===== config.mk =====
export PLATFORM = sky130hd
export DESIGN_NAME = prefetch_queue
export DESIGN_NICKNAME = d
export VERILOG_FILES = /design/src/rtl/prefetch_queue.sv
export SDC_FILE = /design/constraint.sdc
export NUM_CORES = 1
export LEC_CHECK = 0
export BUFFER_PORTS_ARGS = -buffer_cell sky130_fd_sc_hd__buf_2
export CORE_MARGIN = 2
export CORE_UTILIZATION = 55
export DETAILED_ROUTE_END_ITERATION = 12
export PLACE_DENSITY = 0.81
export SYNTH_ARGS = -nofsm -noshare
export SYNTH_HDL_FRONTEND = slang
export SYNTH_SLANG_ARGS = --single-unit
export TNS_END_PERCENT = 1

===== constraint.sdc =====
create_clock -name clk -period 2.5 [get_ports clk]
set_clock_uncertainty 0.2 [all_clocks]
set_input_delay 0.375 -clock clk [delete_from_list [all_inputs] [get_ports clk]]
set_output_delay 0.375 -clock clk [all_outputs]
set_load 0.05 [all_outputs]

===== src/rtl/prefetch_queue.sv =====
// Instruction prefetch queue: fetches sequential bytes from the cache and buffers DEPTH of them for the decoder.
// Optional feature: define PREFETCH_BYPASS_EN to forward an ack'd byte straight to the decoder when the queue is empty.
module prefetch_queue #(
  parameter int                ADDR_W   = 16,
  parameter int                DATA_W   = 8,
  parameter int                DEPTH    = 4,
  parameter logic [ADDR_W-1:0] RESET_PC = '0
) (
  input  logic                     clk,
  input  logic                     rst,
  input  logic                     flush,
  input  logic [ADDR_W-1:0]        flush_addr,
  output logic                     mem_req,
  output logic [ADDR_W-1:0]        mem_addr,
  input  logic                     mem_ack,
  input  logic [DATA_W-1:0]        mem_data,
  output logic                     out_valid,
  input  logic                     out_ready,
  output logic [DATA_W-1:0]        out_data,
  output logic [ADDR_W-1:0]        out_pc,
  output logic [$clog2(DEPTH):0]   count
);

  localparam int PTR_W = $clog2(DEPTH);
  localparam int CNT_W = PTR_W + 1;

  typedef enum logic [1:0] {KILL, REQ, FULL} state_t;

  state_t             state;
  logic [ADDR_W-1:0]  fetch_pc;
  logic [PTR_W-1:0]   head;
  logic [PTR_W-1:0]   tail;
  logic [DATA_W-1:0]  data_q [DEPTH];
  logic [ADDR_W-1:0]  pc_q   [DEPTH];

  logic               queue_valid;
  logic               fetch_hit;
  logic               push;
  logic               pop;
  logic [CNT_W-1:0]   count_next;

  assign mem_addr    = fetch_pc;
  assign queue_valid = (count != '0);
  // A flush discards any ack arriving in the same cycle.
  assign fetch_hit   = (state == REQ) && mem_ack && !flush;
  assign pop         = queue_valid && out_ready && !flush;

`ifdef PREFETCH_BYPASS_EN
  logic bypass;
  assign bypass    = fetch_hit && (count == '0);
  assign out_valid = queue_valid || bypass;
  assign out_data  = bypass ? mem_data : data_q[head];
  assign out_pc    = bypass ? fetch_pc : pc_q[head];
  // A bypassed byte taken by the decoder never enters the queue.
  assign push      = fetch_hit && !(bypass && out_ready);
`else
  assign out_valid = queue_valid;
  assign out_data  = data_q[head];
  assign out_pc    = pc_q[head];
  assign push      = fetch_hit;
`endif

  // NOTE: every always_comb output gets a default first so no latch is inferred.
  always_comb begin
    count_next = count;
    if (push && !pop)      count_next = count + CNT_W'(1);
    else if (pop && !push) count_next = count - CNT_W'(1);
  end

  // NOTE: sequential state uses non-blocking assignments only, so every register sees pre-edge values.
  always_ff @(posedge clk or negedge rst) begin
    if (!rst) begin
      state    <= KILL;
      mem_req  <= 1'b0;
      fetch_pc <= RESET_PC;
      head     <= '0;
      tail     <= '0;
      count    <= '0;
      // NOTE: the storage is reset because out_data/out_pc must read zero out of reset.
      for (int i = 0; i < DEPTH; i++) begin
        data_q[i] <= '0;
        pc_q[i]   <= '0;
      end
    end else if (flush) begin
      state    <= KILL;
      mem_req  <= 1'b0;
      fetch_pc <= flush_addr;
      head     <= '0;
      tail     <= '0;
      count    <= '0;
    end else begin
      if (push) begin
        data_q[tail] <= mem_data;
        pc_q[tail]   <= fetch_pc;
        tail         <= tail + PTR_W'(1);
      end
      if (fetch_hit) fetch_pc <= fetch_pc + ADDR_W'(1);
      if (pop)       head     <= head + PTR_W'(1);
      count <= count_next;

      unique case (state)
        KILL: begin
          state   <= REQ;
          mem_req <= 1'b1;
        end
        REQ: begin
          if (count_next == CNT_W'(DEPTH)) begin
            state   <= FULL;
            mem_req <= 1'b0;
          end else begin
            mem_req <= 1'b1;
          end
        end
        FULL: begin
          if (pop) begin
            state   <= REQ;
            mem_req <= 1'b1;
          end
        end
        default: begin
          state   <= KILL;
          mem_req <= 1'b0;
        end
      endcase
    end
  end

endmodule

==> key figures <==
Critical path
  • Data required, critical path: 1.92 ns
  • CP Capture Type: output pin
  • Setup crit end: out_pc[11]
  • CP max stage cell: mux4_2
  • Worst r2r dst: state[1]$_DFFE_PN0P_
  • Delay-heaviest family, CP: multiplexers
  • R2R Setup Slk: 0.27 ns
  • Worst r2r path cells: 8
  • Critical Path Start: head[0]$_DFFE_PN0P_
  • Crit path depth: 3
  • Cell chain of the critical path: buf_6 -> mux4_2 -> buf_2
  • WP buf/inv: 2
  • Max Fanout on Critical Path: 6
  • WP data arrival: 1.87 ns
  • Setup CP Type: reg2out
  • Reg-to-Reg Start: count[0]$_DFF_PN0_
  • CP startpoint kind: flop
  • Slowest stage delay, CP: 0.51 ns

Floorplan
  • Initial Util: 0.561
  • Chip width: 106 µm
  • Cell row count: 37
  • Core ar.: 10200 µm²
  • Die extent in y: 106 µm
  • DIE AREA: 11200 µm²
  • Io pins: 74

Timing
  • RSZ-0062 raised after global routing: yes
  • Fin Setup TNS: 0 ns
  • Final hold slack: 0.0131 ns
  • Final Critical Period: 2.45 ns
  • Slew Viols, Final: 0
  • Max_slew headroom: 0.651
  • Final Setup Violations: 0
  • Final Hold Fails: 0
  • Max Clock Freq: 408 MHz
  • Period utilization: 0.980
  • Final worst setup slack: 0.0501 ns
  • Least-Margin Pin Slew: 0.524 ns

Synthesis
  • Most frequent cell after synthesis: dfrtp_1
  • Mapped Cells: 407
  • Post-synthesis sequential area ratio: 0.534
  • EDFF count, synth: 0
  • Syn_nets: 444
  • Area share of the largest cell type after synthesis: 0.534
  • Post-synth ARST share: 1.00
  • Yosys warnings: 0
  • Avg Cell Area, Syn: 14.0 µm²
  • Primary FF master, synth: dfrtp_1
  • Area contributors post-synth: dfrtp_1, mux2_2, mux4_2
  • Distinct cells, synth: 40
  • Flops & latches, synth: 122
  • Synth cell count leaders: dfrtp_1, mux2_2, nand2_1
  • Leading area contributor after synthesis: dfrtp_1
  • Post-Syn Area: 5720 µm²

Clock network
  • CTS buffer count: 17
  • Worst-Skew Late Latency: 0.52 ns
  • # H-tree levels: 4
  • Clk buf depth: 2
  • CTS tree: yes
  • Clock-pin slew on the worst setup and hold paths: 0.06 ns
  • Root buffer cell: clkbuf_8
  • Clk sinks: 122

Global routing
  • Initial antenna violation count: 0
  • First-pass GRT wire length: 20800 µm
  • GRT Util Overall: 0.246
  • Grt ovf: 0
  • Vias in the first global route: 3997
  • Maximum number of pins on one net before global-route repair: 54

Finish
  • # nets final: 553
  • P&R area growth vs syn: 27.4%
  • Fin util: 0.715
  • Fraction of layout cells with a size suffix above 1: 0.484
  • N_diodes: 0

Placement
  • IO Port Bufs: 73
  • Final GP Congestion: 0.836
  • Pre-CTS setup slack: 0.296 ns
  • DP HPWL: 7950 µm

Detailed routing
  • DR pass1 iterations: 5
  • DR WL/cell: 19.7 µm
  • DRT iter0 DRCs: 191
  • Antenna Nets Post-Route: 0
  • Routed vias: 3780
  • WL final: 13100 µm
  • Via density per instance: 5.68
  • Residual DRC: 0

Run
  • Max Cap Viol: 0

Worst hold path
  • Hold Crit Class: in2reg

Pwr
  • Leakage: 3.44 nW
  • Worst VDD drop: 724 µV
  • Power Density: 1250 nW/µm²
  • Power, Total: 9.09 mW

Status
  • Status: complete, no violations
[flip-flops by register name (all words and copies together), names as in the netlist]
register,flops
mem_req,1
data_q,32
state,2
count,3
head,2
mem_addr,16
pc_q,64
tail,2
[report_power, final]
part           switching (mW)  internal (mW)  total, mW  leakage [nW]
clock network           0.850           1.88       2.73         0.326
registers               0.382           2.51       2.90          1.59
logic                    2.07           1.39       3.46          1.52
total                    3.30           5.78       9.09          3.44
[how the worst min path moves through the flow]
| stage | cells past startpoint | from | slack [ns] | end |
|---|---|---|---|---|
| 6_report | 2 | flush | 0.01 | count[1]$_DFF_PN0_ |
| 5_1_grt | 2 | flush | 0.05 | count[1]$_DFF_PN0_ |
| 4_1_cts | 2 | flush | 0.00008 | count[1]$_DFF_PN0_ |
| 3_5_place_dp | 1 | rst | 0.19 | data_q[13]$_DFFE_PN0P_ |
| 3_3_place_gp | 1 | rst | 0.17 | data_q[21]$_DFFE_PN0P_ |
| 2_1_floorplan | 0 | rst | -0.12 | count[0]$_DFF_PN0_ |
[per-stage QoR]
stage | instance area, µm² | std cells
floorplan | 5720 | 407
global placement | 6300 | 607
detailed placement | 6300 | 607
CTS | 7220 | 665
global route | 7280 | 665
finish | 7280 | 665
[worst register-to-register path: stages, from the launching register on]
cell and delay [ns]:
dfrtp_2 0.44, inv_1 0.12, ha_1 0.16, nor2b_4 0.19
inv_2 0.11, a2111oi_4 0.39, o21bai_2 0.12, a221oi_2 0.28
o21ba_1 0.15
[routing by layer]
metal  vias up  wire length (µm)  track usage
met5         -                 0            0
met4         0               247       0.0874
met3        25               524       0.0613
met2       109              6710        0.405
met1      1951              5580        0.322
li1       1695                 -            -
[final cells by class]
cell class | count | area [µm²]
Timing Repair Buffer | 115 | 855
Multi-Input combinational cell | 253 | 2510
Fill cell | 671 | 2900
Clock inverter | 6 | 155
Tap cell | 136 | 170
Clock buffer | 26 | 508
Sequential cell | 122 | 3060
Inverter | 7 | 26.3
[placed cells by master (no fill, tap or decap), drive strengths merged, types with 2 or more instances in the layout]
cell type,instances
buf,90
xnor2,3
bufinv,5
nand3,8
dfrtp,122
nand3b,2
clkbuf,26
mux2,98
and3,7
o21ai,21
mux4,24
ha,8
nand2,34
nand4,3
a21oi,6
xor2,14
nor2,6
inv,7
dlygate4sd3,25
[what timing repair did]
action                     4_1_cts  5_1_grt
gates resized for setup          1       29
buffers inserted                 1        0
setup endpoints to repair       22       14
hold buffers                    25        0
hold endpoints to repair        84        0
[kinds of logic (layout without fill, tap and decap cells)]
group | after synthesis | in the layout | share of synthesized area
multiplexers | 123 | 123 | 0.289
flip-flops | 122 | 122 | 0.534
AND/OR/NAND/NOR | 71 | 71 | 0.0668
AO/OA/AOI/OAI | 34 | 34 | 0.0392
buffers and inverters | 32 | 154 | 0.0271
XOR/XNOR | 17 | 17 | 0.0260
adder cells (fa/ha/maj) | 8 | 8 | 0.0175
No activity file was read; power rests on OpenSTA's default activity.
